[src/rtl/uart_rx.sv]
// Purpose : UART deframer (start, 8 data LSB-first, optional parity, stop) presenting bytes with a one-cycle strobe.
// Latency : 2 sync + CLKS_PER_BIT/2 + N*CLKS_PER_BIT + 1 cycles from rx fall to valid (N = 10 with parity, 9 without).
// Backpressure: none; the consumer must take each byte on the valid pulse. Optional parity: define UART_RX_PARITY_EN.
module uart_rx #(
    parameter int CLKS_PER_BIT = 2604
) (
    input  logic       clk,
    input  logic       rst,
    input  logic       rx,
    input  logic       parity_sel,
    output logic [7:0] data,
    output logic       valid,
    output logic       parity_err,
    output logic       frame_err,
    output logic       busy
);

    localparam int CW = $clog2(CLKS_PER_BIT);
    localparam logic [CW-1:0] HALF_M1 = CW'(CLKS_PER_BIT / 2 - 1);
    localparam logic [CW-1:0] FULL_M1 = CW'(CLKS_PER_BIT - 1);

    typedef enum logic [2:0] {
        S_IDLE,
        S_START,
        S_DATA,
`ifdef UART_RX_PARITY_EN
        S_PARITY,
`endif
        S_STOP,
        S_BREAK
    } state_t;

    state_t        state_q;
    logic          rx_meta_q;
    logic          rxs_q;
    logic          rxs_prev_q;
    logic [CW-1:0] cnt_q;
    logic [2:0]    bit_idx_q;
    logic [7:0]    shift_q;
    logic [7:0]    data_q;
    logic          valid_q;
    logic          frame_err_q;
    logic          busy_q;
    logic          cnt_zero;

    assign cnt_zero = (cnt_q == '0);

    // Two-flop synchronizer plus one extra stage for falling-edge detection; idles high.
    always_ff @(posedge clk or negedge rst) begin
        if (!rst) begin
            rx_meta_q  <= 1'b1;
            rxs_q      <= 1'b1;
            rxs_prev_q <= 1'b1;
        end else begin
            rx_meta_q  <= rx;
            rxs_q      <= rx_meta_q;
            rxs_prev_q <= rxs_q;
        end
    end

`ifdef UART_RX_PARITY_EN
    logic psel_q;
    logic pbit_q;
    logic parity_err_q;
`else
    // Parity selection has no meaning in the 8N1 build.
    logic unused_parity_sel;
    assign unused_parity_sel = parity_sel;
`endif

    // Frame FSM: bit timing, shifting, and registered output update at the stop-bit sample.
    always_ff @(posedge clk or negedge rst) begin
        if (!rst) begin
            state_q      <= S_IDLE;
            cnt_q        <= '0;
            bit_idx_q    <= 3'd0;
            shift_q      <= 8'h00;
            data_q       <= 8'h00;
            valid_q      <= 1'b0;
            frame_err_q  <= 1'b0;
            busy_q       <= 1'b0;
`ifdef UART_RX_PARITY_EN
            psel_q       <= 1'b0;
            pbit_q       <= 1'b0;
            parity_err_q <= 1'b0;
`endif
        end else begin
            valid_q <= 1'b0;
            if (!cnt_zero) begin
                cnt_q <= cnt_q - CW'(1);
            end
            case (state_q)
                S_IDLE: begin
                    if (rxs_prev_q && !rxs_q) begin
                        cnt_q   <= HALF_M1;
                        state_q <= S_START;
                    end
                end
                S_START: begin
                    if (cnt_zero) begin
                        if (!rxs_q) begin
`ifdef UART_RX_PARITY_EN
                            psel_q    <= parity_sel;
`endif
                            busy_q    <= 1'b1;
                            bit_idx_q <= 3'd0;
                            cnt_q     <= FULL_M1;
                            state_q   <= S_DATA;
                        end else begin
                            // Line was high again at mid start bit: treat as a glitch.
                            state_q <= S_IDLE;
                        end
                    end
                end
                S_DATA: begin
                    if (cnt_zero) begin
                        shift_q   <= {rxs_q, shift_q[7:1]};
                        bit_idx_q <= bit_idx_q + 3'd1;
                        cnt_q     <= FULL_M1;
                        if (bit_idx_q == 3'd7) begin
`ifdef UART_RX_PARITY_EN
                            state_q <= S_PARITY;
`else
                            state_q <= S_STOP;
`endif
                        end
                    end
                end
`ifdef UART_RX_PARITY_EN
                S_PARITY: begin
                    if (cnt_zero) begin
                        pbit_q  <= rxs_q;
                        cnt_q   <= FULL_M1;
                        state_q <= S_STOP;
                    end
                end
`endif
                S_STOP: begin
                    if (cnt_zero) begin
                        data_q      <= shift_q;
                        frame_err_q <= ~rxs_q;
                        valid_q     <= 1'b1;
`ifdef UART_RX_PARITY_EN
                        // Even: error on odd total ones; odd: error on even total ones.
                        parity_err_q <= (^shift_q) ^ pbit_q ^ psel_q;
`endif
                        if (rxs_q) begin
                            busy_q  <= 1'b0;
                            state_q <= S_IDLE;
                        end else begin
                            state_q <= S_BREAK;
                        end
                    end
                end
                S_BREAK: begin
                    // Line held low past the stop bit: wait for it to release before rearming.
                    if (rxs_q) begin
                        busy_q  <= 1'b0;
                        state_q <= S_IDLE;
                    end
                end
                default: begin
                    busy_q  <= 1'b0;
                    state_q <= S_IDLE;
                end
            endcase
        end
    end

    assign data      = data_q;
    assign valid     = valid_q;
    assign frame_err = frame_err_q;
    assign busy      = busy_q;
`ifdef UART_RX_PARITY_EN
    assign parity_err = parity_err_q;
`else
    assign parity_err = 1'b0;
`endif

endmodule

[config.mk]
export PLATFORM = sky130hd
export DESIGN_NAME = uart_rx
export DESIGN_NICKNAME = d
export VERILOG_FILES = /design/src/rtl/uart_rx.sv
export SDC_FILE = /design/constraint.sdc
export NUM_CORES = 1
export LEC_CHECK = 0
export ABC_AREA = 1
export BUFFER_PORTS_ARGS = -buffer_cell sky130_fd_sc_hd__buf_2
export CORE_MARGIN = 3
export CORE_UTILIZATION = 55
export DETAILED_ROUTE_END_ITERATION = 7
export MAX_ROUTING_LAYER = met4
export PLACE_DENSITY = 0.84
export SLEW_MARGIN = 20
export SYNTH_ARGS = -nofsm -noshare
export SYNTH_HDL_FRONTEND = slang
export SYNTH_SLANG_ARGS = --single-unit
[constraint.sdc]
create_clock -name clk -period 2.2 [get_ports clk]
set_clock_uncertainty 0.15 [all_clocks]
set_input_delay 0.11 -clock clk [delete_from_list [all_inputs] [get_ports clk]]
set_output_delay 0.11 -clock clk [all_outputs]
set_load 0.05 [all_outputs]
# ---- Word level (Yosys, flattened, before mapping)
# Cells that the tools add are included.
dict set report classes {
  bitwise 2
  n_mux 26
  n_reduce_logical 11
  n_eq_ne 12
  n_addsub 2
}
# operator count
set ops {}
lappend ops {{$mux 12} 5}
lappend ops {{$pmux 12 s3} 1}
lappend ops {{$mux 3} 10}
lappend ops {{$pmux 3 s5} 1}
lappend ops {{$ne 2x2->1 const B} 7}
lappend ops {{$logic_not 12->1} 1}
lappend ops {{$sub 12x1->12 const B} 1}
lappend ops {{$reduce_and 4->1} 2}
lappend ops {{$eq 3x2->1 const B} 2}
lappend ops {{$eq 3x3->1 const B} 2}
lappend ops {{$mux 1} 6}
lappend ops {{$pmux 3 s2} 1}
lappend ops {{$reduce_and 6->1} 1}
lappend ops {{$pmux 1 s4} 1}
lappend ops {{$reduce_and 2->1} 2}
lappend ops {{$add 3x1->3 const B} 1}
lappend ops {{$eq 3x1->1 const B} 1}
lappend ops {{$logic_not 3->1} 1}
lappend ops {{$mux 2} 1}
lappend ops {{$not 1->1} 2}
lappend ops {{$reduce_bool 2->1} 1}
lappend ops {{$reduce_or 2->1} 1}
lappend ops {{$logic_and 1x1->1} 1}
lappend ops {{$logic_not 1->1} 1}
dict set report totals {
  ff_bits 40
  word_cells 64
}

# ---- Depth between registers and ports, before layout
# Gate-level depths: netlist of the first run.
dict set report depth {
  ltp_word 5
  ltp_mapped 12
}

# ---- Worst setup path after synthesis of the first run
# OpenSTA, ideal clock, no wires.
dict set report synth_timing {
  path_type {register -> register}
  from {register cnt_q[0]}
  to {register cnt_q[0]}
  stages_incl_launch_ff 12
  path_buffers 1
  required_ns 1.921
  synth_period_minus_slack_ns 1.983
  setup_ns 0.129
  t_arrival_ns 1.704
  path_slack_ns 0.217
  cell_sequence {dfrtp_1 inv_1 ha_1 inv_2 nor2_2 nand2_1 nor2_4 nand2_4 buf_6 ha_1 nor3_1 o21ai_0}
}
dict set report synth_via {
  elab_chain_cells 5
}
# item line
set synth_lines {}
lappend synth_lines {{from (decl)} 37} ;# logic [CW-1:0] cnt_q;
lappend synth_lines {{from (signal assigned)} 90} ;# cnt_q <= cnt_q - CW'(1);
lappend synth_lines {{$sub 12x1->12 / $logic_not 12->1 (equally long branches)} {90, 46}}
lappend synth_lines {{$mux 12} 89} ;# if (!cnt_zero) begin
lappend synth_lines {{$mux 12} 101} ;# if (!rxs_q) begin
lappend synth_lines {{$mux 12} 100} ;# if (cnt_zero) begin
lappend synth_lines {{$pmux 12 s3 (*)} 92} ;# case (state_q)
# Mark *: on every way between the ends. The rest lies on a longest branch, timed or not.
# A chain may end at the register's enable or synchronous reset.

# ---- Worst setup path after layout of the first run
# Same ends and word-level chain as after synthesis.

==> results of run 1 <==
## worst max path at each step
stage	from	end	cells after the start
final	cnt_q[0]	cnt_q[0]	10
after global placement	cnt_q[0]	cnt_q[0]	10
after detailed placement	cnt_q[0]	cnt_q[0]	10
after CTS	cnt_q[0]	cnt_q[0]	10
after global routing	cnt_q[0]	cnt_q[0]	10
after floorplan	cnt_q[0]	cnt_q[0]	11
## repair_timing
action,4_1_cts,5_1_grt
endpoints found under the setup margin,0,1
setup buffers,0,1
endpoints found under the hold margin,38,0
hold buffers,2,0
## power by group
group	switching (uW)	internal, uW	total [uW]	leakage [uW]
Combinational	696	360	1060	0.000678
Sequential	120	865	986	0.000524
Clock	280	342	622	0.0000548
Total	1100	1570	2660	0.00126
## layout by cell type (no fill, tap or decap), types with 4 or more instances in the layout
| cell | count |
|---|---|
| inv_2 | 7 |
| o21ai_2 | 8 |
| o21ai_0 | 17 |
| nor2_1 | 12 |
| nor2_4 | 5 |
| nand2_1 | 77 |
| a21oi_1 | 4 |
| ha_1 | 4 |
| clkbuf_8 | 5 |
| buf_2 | 13 |
| dfrtp_1 | 37 |
| nand3_1 | 27 |
| buf_4 | 4 |
| nand2_4 | 5 |
| inv_1 | 24 |
## cells in the mapped netlist
library cell	count
nor3b_1	1
nor2_2	3
ha_1	4
nand2_2	3
inv_2	7
o211a_1	1
o21ai_0	17
buf_4	1
nand3_1	27
a31oi_1	1
conb_1	1
o21ai_4	1
nor3_1	2
inv_1	24
nor2_1	12
nand3_2	1
a21oi_1	4
dfrtp_1	37
nor2_4	5
nand4_1	2
buf_6	5
dfstp_2	3
nand2_1	77
o21ai_2	8
xor2_1	2
o21ai_1	2
nand2_4	5
o211ai_1	1
nand3b_2	1
and2_1	1
## cell families (layout without fill, tap and decap cells)
| group | Yosys count | in the layout | synth area share (%) |
|---|---|---|---|
| other cells | 1 | 1 | 0.174 |
| xor+xnor | 2 | 2 | 0.812 |
| fa+ha+maj | 4 | 4 | 2.32 |
| simple gates | 140 | 140 | 31.4 |
| compound gates | 35 | 35 | 10.4 |
| buf+inv | 37 | 58 | 8.35 |
| flops | 40 | 40 | 46.6 |
## through the flow
| step | util (%) | power (uW) | setup WS [ns] | std cells |
|---|---|---|---|---|
| after floorplan | - | 1850 | 0.217 | 259 |
| after CTS | 64.0 | 2670 | 0.139 | 327 |
| after detailed placement | 60.3 | 2040 | 0.157 | 317 |
| after global placement | 60.3 | 2000 | 0.213 | 317 |
| after global routing | 64.2 | 2850 | 0.00971 | 328 |
| final | 64.2 | 2660 | 0.143 | 328 |
## cell type report
class | count | share of cell area, %
flip-flops and latches | 40 | 42.1
repair buffers | 19 | 4.83
inverters | 31 | 4.88
clock inverters | 3 | 1.94
well taps | 48 | 2.52
multi-input cells | 182 | 40.8
clock buffers | 5 | 2.89
## routing by layer
layer | part of all wire (%) | vias to the layer above | GRT usage, %
met5 | 0 | - | -
met4 | 1.8 | 0 | 6.70
met3 | 3.3 | 5 | 5.83
met2 | 47 | 24 | 29.0
met1 | 48 | 806 | 24.7
li1 | - | 874 | -
## flip-flops by register name, summed over array words and instances, names as in the netlist
register,flops
bit_idx_q,3
busy,1
cnt_q,12
data,8
frame_err,1
rx_meta_q,1
rxs_prev_q,1
rxs_q,1
shift_q,8
state_q,3
valid,1
## critical path, delay by kind of cell, from the launching register on
kind	cells	cell delay [ns]
fa+ha+maj	2	0.51
compound gates	1	0.09
buf+inv	2	0.18
simple gates	5	0.62
flops	1	0.39
==> key figures, run 1 <==
Status
  • Outcome: finished, final reports clean

Placement
  • RePlAce Congestion: 0.818
  • IO Port Bufs: 13
  • Placed wire-length estimate: about 2800 um
  • Dpl cell area: 2240 um2

Synthesis
  • Yosys warnings: 0
  • Dominant cells by area after synthesis: dfrtp_1 (43%), nand2_1 (13%), nand3_1 (6.3%)
  • Syn Nets: around 270
  • Post-synthesis cell area: ~2200 um2
  • Area leader, netlist: dfrtp_1
  • Avg Cell Area, Syn: 8.33 um2
  • Cells after Synth: approximately 260
  • Sequential area share after synthesis: 46.6%
  • Register bit total from synthesis: 40
  • Netlist cell types: 30
  • Area share of the largest cell type after synthesis: about 43%

Global route
  • Total Routing Usage GR: 19.3%
  • Initial antenna violation count: 0
  • Remaining Overflow, GRT: 0
  • Vias in the first global route: 1486
  • Pin count of the biggest net entering global routing: 41
  • First-pass GRT wire length: between 6000 and 7000 um

Floorplan
  • Core area: approximately 3700 um2
  • Die area: 4710 um2
  • Row count: 22
  • Die Height: about 69 um
  • Starting density of the core: about three fifths
  • Boundary Pins: 16
  • Chip Width: slightly below 70 um

Worst setup path
  • CP arrival: approximately 2.1 ns
  • Worst path max stage delay: 0.39 ns
  • Reg-to-reg endpoint: cnt_q[0]
  • Worst-path cell chain: inv_1 -> ha_1 -> inv_2 -> nor2_2 -> nand2_1 -> nor2_4 -> nand2_4 -> ha_1 -> nor3_1 -> o21ai_0
  • Worst setup EP type: register
  • R2R cell count: 10
  • Worst r2r src: cnt_q[0]
  • Crit Path Class: reg2reg
  • CP startpoint kind: register
  • Most used cell, CP: ha_1
  • CP max stage cell: dfrtp_1
  • Max FO, Critical Path: 11
  • Req. time, crit path: between 2 and 2.5 ns
  • FF-to-FF setup slack: 0.14 ns

Power
  • P per Cell Area: 1120 nW/um2
  • Max VDD drop: 790 uV
  • LEAKAGE: around 0.0013 uW

Min path
  • WHS Path Cells: 0
  • Worst Min Path Start: rx_meta_q
  • HP Class: reg2reg
  • Hold path endpoint: rxs_q

Job
  • Max-Cap Viols: 0

STA
  • Finish-stage setup viols: 0
  • RSZ-0062 raised after global routing: no
  • Setup_tns: 0 ns
  • Slew headroom: between 40% and 50%
  • Period minus WS final: 2.06 ns
  • Final hold slack: around 0.21 ns
  • Final Hold Viols: 0
  • Max Clock Freq: between 400 and 500 MHz
  • Worst-Margin Slew: 0.876 ns
  • Final Slew Violations: 0
  • Period utilization: between 90% and 100%

Layout
  • Ratio of cells with drive above 1 in the final layout: 22.1%
  • Antenna Cells: 0
  • Layout Area Growth over Synthesis: 10.5%
  • FILL cells: ~320
  • Nets: ~290
  • Register area: 1000 um2
  • Multi-input logic area: a little under 1000 um2
  • Final Instance Area: approximately 2400 um2

Route
  • Total Wirelength: roughly 3900 um
  • Via Count: ~1700
  • Routed WL per cell: around 12 um
  • # DRC: 0
  • Via/cell ratio: 5.21
  • ANT nets after route: 0
  • DR pass1 iterations: 4
  • Initial DRC count: 90

CTS
  • Post-CTS sizing: 0
  • CTS Buffer Depth: 2
  • CTS buffer count: 5
  • Clk_lat worst skew: approximately 0.30 ns
  • H-tree lvl count: 2
  • Root Buffer: clkbuf_8
  • CTS tree: yes
  • Clk sink count: 40
  • Clock-pin slew on the worst setup and hold paths: roughly 0.090 ns
No activity file was read; power rests on OpenSTA's default activity.
==> run 2, diff against run 1 <==
Settings changed: CTS_BUF_LIST from default to sky130_fd_sc_hd__clkbuf_8 sky130_fd_sc_hd__clkbuf_16, SLEW_MARGIN 20 to default.
Clock period 2.2 ns to 2 ns, I/O delays scaled along.
==> run 2 against run 1 <==
Effect of this change: fmax rose by 9.2%; combinational power rose by 16%; die area did not move; cell count rose by 1.2%; critical path depth rose by 2; hold slack improved by 0.0012 ns; highest routed layer unchanged; global-route usage rose by 0.67 points; register-to-register slack got worse by 0.03 ns; first-iteration DRC count fell by 17%; clock power fell by 17%; core utilization rose by 0.74 points; count of clock-buffer cells in the layout did not move.
==> key figures, run 2 (same netlist as run 1, synthesis figures left out) <==
Status
  • Outcome: finished, final reports clean (unchanged)

STA
  • Setup_tns: 0 ns (unchanged)
  • Finish-stage setup viols: 0 (unchanged)
  • Final Hold Viols: 0 (unchanged)
  • Final Slew Violations: 0 (unchanged)
  • RSZ-0062 raised after global routing: no (unchanged)
  • Period utilization: 94.2% (was 93.5%)
  • Final worst setup slack: 0.116 ns (was 0.143 ns)
  • Max Clock Freq: 531 MHz (was 486 MHz)
  • Period minus WS final: 1.88 ns (was 2.06 ns)
  • Final hold slack: 0.210 ns (was 0.209 ns)

Route
  • # DRC: 0 (unchanged)
  • Via/cell ratio: 5.19 (was 5.21)
  • Via Count: 1722 (was 1709)
  • Total Wirelength: 4110 um (was 3890 um)
  • DR pass1 iterations: 4 (unchanged)
  • Routed WL per cell: 12.4 um (was 11.9 um)
  • Initial DRC count: 75 (was 90)
  • ANT nets after route: 0 (unchanged)

Layout
  • Largest Register: cnt_q (unchanged)
  • Register area: 1000 um2 (unchanged)
  • Largest register FFs: 12 (unchanged)
  • Ratio of cells with drive above 1 in the final layout: 24.6% (was 22.1%)
  • Nets: 291 (was 287)
  • Most common cell after layout, fill and taps aside: nand2_1 (unchanged)
  • Most frequent cells in the layout: nand2_1 (77), dfrtp_1 (37), nand3_1 (27), inv_1 (23), o21ai_0 (17) (was nand2_1 (77), dfrtp_1 (37), nand3_1 (27), inv_1 (24), o21ai_0 (17))
  • Layout Area Growth over Synthesis: 11.8% (was 10.5%)
  • Multi-input logic area: 998 um2 (was 973 um2)
  • Antenna Cells: 0 (unchanged)
  • FILL cells: 304 (was 322)

Power
  • P per Cell Area: 1180 nW/um2 (was 1120 nW/um2)
  • Max VDD drop: 732 uV (was 790 uV)
  • LEAKAGE: 0.00128 uW (was 0.00126 uW)

Worst setup path
  • R2R cell count: 12 (was 10)
  • Req. time, crit path: 2.02 ns (was 2.24 ns)
  • CP startpoint kind: register (unchanged)
  • Max FO, Critical Path: 10 (was 11)
  • Crit Path Class: reg2reg (unchanged)
  • FF-to-FF setup slack: 0.12 ns (was 0.14 ns)
  • Worst r2r src: cnt_q[0] (unchanged)
  • Reg-to-reg endpoint: bit_idx_q[0] (was cnt_q[0])
  • Critical Path End: bit_idx_q[0] (was cnt_q[0])
  • CP arrival: 1.91 ns (was 2.10 ns)
  • CP startpoint: cnt_q[0] (unchanged)
  • Worst setup EP type: register (unchanged)

Floorplan
  • Starting density of the core: 58.1% (unchanged)
  • Chip Width: 68.6 um (unchanged)
  • Core area: 3720 um2 (unchanged)
  • Die Height: 68.6 um (unchanged)
  • Row count: 22 (unchanged)
  • Die area: 4710 um2 (unchanged)
  • Boundary Pins: 16 (unchanged)

Global route
  • Vias in the first global route: 1538 (was 1486)
  • Pin count of the biggest net entering global routing: 41 (unchanged)
  • GR peak layer: met2 (unchanged)
  • GRT met2 Usage: 32.2% (was 29.0%)
  • Met3 Usage GRT: 3.40% (was 5.83%)
  • Met1 Use GR: 26.4% (was 24.7%)
  • Total Routing Usage GR: 20.0% (was 19.3%)
  • Remaining Overflow, GRT: 0 (unchanged)
  • First-pass GRT wire length: 6890 um (was 6480 um)
  • Initial antenna violation count: 0 (unchanged)

CTS
  • Root Buffer: clkbuf_8 (unchanged)
  • Clock-pin slew on the worst setup and hold paths: 0.08 ns (was 0.09 ns)
  • CTS buffer count: 5 (unchanged)
  • Clk sink count: 40 (unchanged)
  • CTS tree: yes (unchanged)
  • Clk_lat worst skew: 0.28 ns (was 0.30 ns)
  • H-tree lvl count: 2 (unchanged)
  • CTS Buffer Depth: 2 (unchanged)

Placement
  • Pre-CTS WS: 0.0248 ns (was 0.157 ns)
  • Placed wire-length estimate: 2880 um (was 2790 um)
  • RePlAce Congestion: 0.825 (was 0.818)
  • IO Port Bufs: 13 (unchanged)

Job
  • Max-Cap Viols: 0 (unchanged)

Min path
  • HP Class: reg2reg (unchanged)
-- run 2: area by class of cell --
cell class	count	area share (%)
Tap cell	48	2.49
Clock inverter	3	0.778
Timing Repair Buffer	23	6.02
Clock buffer	5	2.85
Multi-Input combinational cell	182	41.4
Sequential cell	40	41.6
Inverter	31	4.82
-- run 2: worst max-delay path, stage by stage, from the launching register on --
cell     delay [ns]
dfrtp_1        0.39
inv_2          0.07
ha_2           0.19
inv_2          0.06
nor2_2         0.09
nand2_1        0.10
nor2_4         0.13
nand2_4        0.08
buf_4          0.18
o21ai_1        0.09
nand2_1        0.10
nand2_1        0.08
o21ai_1        0.06
-- run 2: report_power, final --
group / total [uW] / switching (uW) / internal (uW)
Clock: 518 / 275 / 243
Combinational: 1230 / 802 / 430
Sequential: 1080 / 132 / 952
-- run 2: worst min path at each step --
stage               startpoint           end  slack (ns)  cells past startpoint
floorplan                  rst  bit_idx_q[0]       -0.35                      0
global placement           rst      cnt_q[2]        0.03                      2
detailed placement         rst      cnt_q[2]        0.04                      2
CTS                  rx_meta_q         rxs_q        0.21                      0
global route         rx_meta_q         rxs_q        0.21                      0
finish               rx_meta_q         rxs_q        0.21                      0
-- run 2: what timing repair did --
action,in CTS,in global routing
endpoints found under the setup margin,7,17
resized for setup,2,3
hold buffers,2,0
hold endpoints to repair,38,0
pin swaps,1,2
buffers inserted,2,2
-- run 2: stage by stage --
| stage | cells | total power, uW | cell area, um2 | util [%] |
|---|---|---|---|---|
| after floorplan | 259 | 2030 | 2160 | - |
| after global placement | 318 | 2200 | 2250 | 60.5 |
| after detailed placement | 318 | 2250 | 2250 | 60.5 |
| after CTS | 330 | 2820 | 2370 | 63.9 |
| after global routing | 332 | 3060 | 2410 | 64.9 |
| final | 332 | 2830 | 2410 | 64.9 |
-- run 2: routing by layer --
| metal | wire, um | part of all wire (%) | vias up |
|---|---|---|---|
| li1 | - | - | 875 |
| met1 | 1860 | 45 | 810 |
| met2 | 2040 | 50 | 31 |
| met3 | 152 | 3.7 | 6 |
| met4 | 55 | 1.3 | 0 |
| met5 | 0 | 0 | - |
